==> src/rtl/id_regfile_datapath.sv <==
// Decode-stage datapath: 32-entry register file with write-through reads,
// immediate sign extension and destination select, all captured into the ID/EX outputs.
module id_regfile_datapath #(
  parameter int DATA_W = 32,
  parameter int ADDR_W = 5,
  parameter int IMM_W  = 16
) (
  input  logic              clk,
  input  logic              reset,
  input  logic              stall_flag,
  input  logic [ADDR_W-1:0] inst_read_reg_addr1,
  input  logic [ADDR_W-1:0] inst_read_reg_addr2,
  input  logic [ADDR_W-1:0] rd,
  input  logic              reg_dst,
  input  logic [IMM_W-1:0]  inst_imm_field,
  input  logic              reg_write,
  input  logic [ADDR_W-1:0] reg_wr_addr_wb,
  input  logic [DATA_W-1:0] reg_wr_data,
  output logic [DATA_W-1:0] reg_file_rd_data1,
  output logic [DATA_W-1:0] reg_file_rd_data2,
  output logic [DATA_W-1:0] sgn_ext_imm,
  output logic [DATA_W-1:0] imm_sgn_ext_lft_shft,
  output logic [ADDR_W-1:0] reg_wr_addr
);

  localparam int NUM_REGS = 2 ** ADDR_W;

  logic [DATA_W-1:0] regs [NUM_REGS];
  logic [DATA_W-1:0] rd_val1, rd_val2, sext_val, shft_val;
  logic              wr_en;

  assign wr_en = reg_write && (reg_wr_addr_wb != '0);

  // NOTE: the register array is reset explicitly because the interface promises every
  // register reads 0 after reset; an unreset memory would leave X in simulation and silicon.
  always_ff @(posedge clk or posedge reset) begin
    if (reset) begin
      for (int i = 0; i < NUM_REGS; i++) regs[i] <= '0;
    end else if (wr_en) begin
      // NOTE: non-blocking assignment so every flop samples pre-edge values, matching hardware.
      regs[reg_wr_addr_wb] <= reg_wr_data;
    end
  end

  // Write-through bypass: a read that hits this edge's writeback sees the new data.
  always_comb begin
    // NOTE: defaults first so no path leaves a variable unassigned and infers a latch.
    rd_val1 = regs[inst_read_reg_addr1];
    rd_val2 = regs[inst_read_reg_addr2];
    if (wr_en && reg_wr_addr_wb == inst_read_reg_addr1) rd_val1 = reg_wr_data;
    if (wr_en && reg_wr_addr_wb == inst_read_reg_addr2) rd_val2 = reg_wr_data;
    if (inst_read_reg_addr1 == '0) rd_val1 = '0;
    if (inst_read_reg_addr2 == '0) rd_val2 = '0;
  end

  assign sext_val = {{(DATA_W-IMM_W){inst_imm_field[IMM_W-1]}}, inst_imm_field};
  assign shft_val = {sext_val[DATA_W-3:0], 2'b00};

  always_ff @(posedge clk or posedge reset) begin
    if (reset) begin
      reg_file_rd_data1    <= '0;
      reg_file_rd_data2    <= '0;
      sgn_ext_imm          <= '0;
      imm_sgn_ext_lft_shft <= '0;
      reg_wr_addr          <= '0;
    end else if (!stall_flag) begin
      reg_file_rd_data1    <= rd_val1;
      reg_file_rd_data2    <= rd_val2;
      sgn_ext_imm          <= sext_val;
      imm_sgn_ext_lft_shft <= shft_val;
      reg_wr_addr          <= reg_dst ? rd : inst_read_reg_addr2;
    end
  end

endmodule

==> config.mk <==
export PLATFORM = sky130hd
export DESIGN_NAME = id_regfile_datapath
export DESIGN_NICKNAME = d
export VERILOG_FILES = /design/src/rtl/id_regfile_datapath.sv
export SDC_FILE = /design/constraint.sdc
export NUM_CORES = 2
export LEC_CHECK = 0
export ABC_AREA = 1
export CELL_PAD_IN_SITES_DETAIL_PLACEMENT = 0
export CELL_PAD_IN_SITES_GLOBAL_PLACEMENT = 2
export CORE_ASPECT_RATIO = 2
export CORE_MARGIN = 3
export CORE_UTILIZATION = 35
export CTS_CLUSTER_DIAMETER = 30
export CTS_CLUSTER_SIZE = 24
export DETAILED_ROUTE_END_ITERATION = 7
export HOLD_SLACK_MARGIN = 0.08
export PLACE_DENSITY = 0.92
export SKIP_CTS_REPAIR_TIMING = 1
export SYNTH_ARGS = -nofsm -noshare
export SYNTH_HDL_FRONTEND = slang
export SYNTH_SLANG_ARGS = --single-unit
export TNS_END_PERCENT = 50
==> constraint.sdc <==
create_clock -name clk -period 46.3 [get_ports clk]
set_clock_uncertainty 0.15 [all_clocks]
set_input_delay 9.26 -clock clk [delete_from_list [all_inputs] [get_ports clk]]
set_output_delay 9.26 -clock clk [all_outputs]
set_load 0.01 [all_outputs]
==> flow_summary.yaml <==
outcome:
  status: "completed"
logic_synthesis:
  synth-seq-cells: 1109
  async_flop_share_pct: 100
  synth_area_sq_mm: 0.0635
  synthTopCellsByCount: "nand2_1 (3,870), nand3_1 (1,120), dfrtp_1 (1,109)"
  synth_cell_type_count: 27
  syn_inst: 9575
  ys_seq_area_share_pct: 43.7
  synth_area_per_cell_sq_um: 6.63
  synth_ff_type: "dfrtp_1"
  synth_edf_count: 0
  yosys.cell_count.top_type: "nand2_1"
  synthTopCellsByArea: "dfrtp_1 (44%), nand2_1 (23%), nand3_1 (8.8%)"
  yosysWarningCount: 0
  synth_top_area_share_pct: 43.7
  yosys.area.top_type: "dfrtp_1"
clocking:
  root_buffer: "clkbuf_16"
  clkTransAtPathRegs_ps: 60
  cts_tree: "yes"
  clock-sinks: 1109
  numCtsBuffers: 165
  clk_latency_ps: 810
  cts.htree.levels: 4
  max-clock-path-buffers: 4
route:
  final_antenna_net_count: 0
  drt_first_pass_iters: 6
  drt_iter0_drc: 7263
  vias: 63600
  drc_errors: 0
  vias_per_cell: 5.41
  routedWlPerCell_microns: 23.7
  wl_mm: 278
timing:
  rsz0062_at_grt: "false"
  fin_hold_ws_ps: 251
  setup_viol: 0
  timing.final.crit_share_pct: 28.1
  tns_ps: 0
  drv_slew: 0
  slew_headroom_pct: 13.9
  clock.fmax_mhz: 76.9
  tightest_slew_ps: 1290
  finalHoldViolations: 0
  worst_slack_ps: 33300
  min_period_ps: 13000
hold_path:
  hold_class: "register to register"
floorplanning:
  start_util_pct: 35.3
  dieArea_sq_mm: 0.187
  fp.dieH_microns: 609
  coreArea_sq_mm: 0.180
  pin_count: 206
  rows: 220
  die_w_microns: 307
global_routing:
  track_usage_pct: 29.1
  grt_first_pass_wirelength_mm: 407
  grt_antenna_before_repair: 15
  grt_pass1_vias: 60500
  grt_max_degree: 204
  grt_overflow: 0
placed_design:
  pre_cts_ws_ps: 32320
  dp_hpwl_mm: 150
  placed_area_sq_mm: 0.0661
  port_buffers: 203
  place.gp.congestion: 0.849
flow_run:
  cap_violations: 0
cells_and_area:
  syn2layout_area_growth_pct: 13.0
  drive_gt1_share_pct: 5.07
  nets: 9362
  fin_area_sq_mm: 0.0718
critical_path:
  path_class: "input pin to asynchronous set/reset pin"
  crit_required_ps: 46950
  crit_path_end_kind: "asynchronous set/reset pin"
  setup.worst_path.start_class: "input pin"
  timing.reg2reg.setup_slack_ps: 44340
  cp_max_fo: 115
  arrival_ps: 13650
pwr:
  finalPower_uw: 3200
  p_leak_uw: 0.0352
  peakVddDrop_uv: 28.8
  p_per_area_mw_per_mm2: 44.5
## metrics by stage
| step | std cells | util [%] |
|---|---|---|
| after detailed placement | 11500 | 36.7 |
| final | 11800 | 39.9 |
| after floorplan | 9576 | - |
| after CTS | 11700 | 39.9 |
| after global routing | 11700 | 39.9 |
| after global placement | 11500 | 36.7 |
## final timing paths
| kind | depth (start not counted) | endpoint | startpoint |
|---|---|---|---|
| hold reg to reg | 0 | regs[1017] | regs[1017] |
| hold / removal | 0 | regs[1017] | regs[1017] |
| max in group clk | 14 | reg_file_rd_data1[10] | inst_read_reg_addr1[0] |
| setup reg to reg | 10 | reg_file_rd_data1[2] | regs[898] |
| min in group asynchronous | 2 | regs[102] | reset |
| setup / recovery | 6 | regs[61] | reset |
## critical path: stages
cell and delay (ps):
clkdlybuf4s50_1 490, inv_8 570, buf_4 840, buf_4 760, buf_4 700, buf_4 740
## registers in the layout, summed over array words and instances (netlist names)
| signal | cells |
|---|---|
| sgn_ext_imm | 16 |
| regs | 1024 |
| reg_wr_addr | 5 |
| reg_file_rd_data2 | 32 |
| reg_file_rd_data1 | 32 |
## cell families after synthesis
logic type	synth area share, %
xor+xnor	0.0965
other cells	0.00590
simple gates	35.1
compound gates	10.4
buf+inv	10.7
flops	43.7
## report_power, final
group	switching, uW	internal (uW)	leakage, uW
Sequential	121	1150	0.0141
Clock	510	811	0.00272
Combinational	398	209	0.0184
## per-layer routing
metal | global-route usage, % | vias to the layer above | wire length, microns
met4 | 15.6 | 4 | 17100
met3 | 4.19 | 799 | 23600
met2 | 49.1 | 3159 | 132000
li1 | - | 29300 | -
met1 | 35.7 | 30300 | 106000
met5 | 0 | - | 27
## layout make-up
| cell class | count | area [sq um] |
|---|---|---|
| Antenna cell | 7 | 17.5 |
| Multi-Input combinational cell | 6805 | 29100 |
| Inverter | 882 | 3350 |
| Sequential cell | 1109 | 27800 |
| Clock buffer | 197 | 4480 |
| Fill cell | 19000 | 108000 |
| Clock inverter | 93 | 1190 |
| Tap cell | 2331 | 2920 |
| Timing Repair Buffer | 326 | 2990 |
## cell usage in the layout, fill, tap and decap left out, types with 6 or more instances in the layout
master           instances
nand2_1               3867
nand3_1               1120
dfrtp_1               1109
o21ai_0               1075
inv_1                  862
nor2_1                 469
clkdlybuf4s50_1        192
clkbuf_16              169
buf_4                  124
o21ai_1                 78
a21oi_1                 67
o211ai_1                66
clkinvlp_4              23
nand2_4                 21
inv_6                   20
bufinv_16               20
clkinv_2                16
clkbuf_8                15
clkbuf_1                13
inv_8                   11
inv_2                   10
nand2_2                  8
diode_2                  7
nor3_2                   7
nor2_4                   7
xnor2_1                  6
clkinv_4                 6
Power figures use the tool's default switching activity.
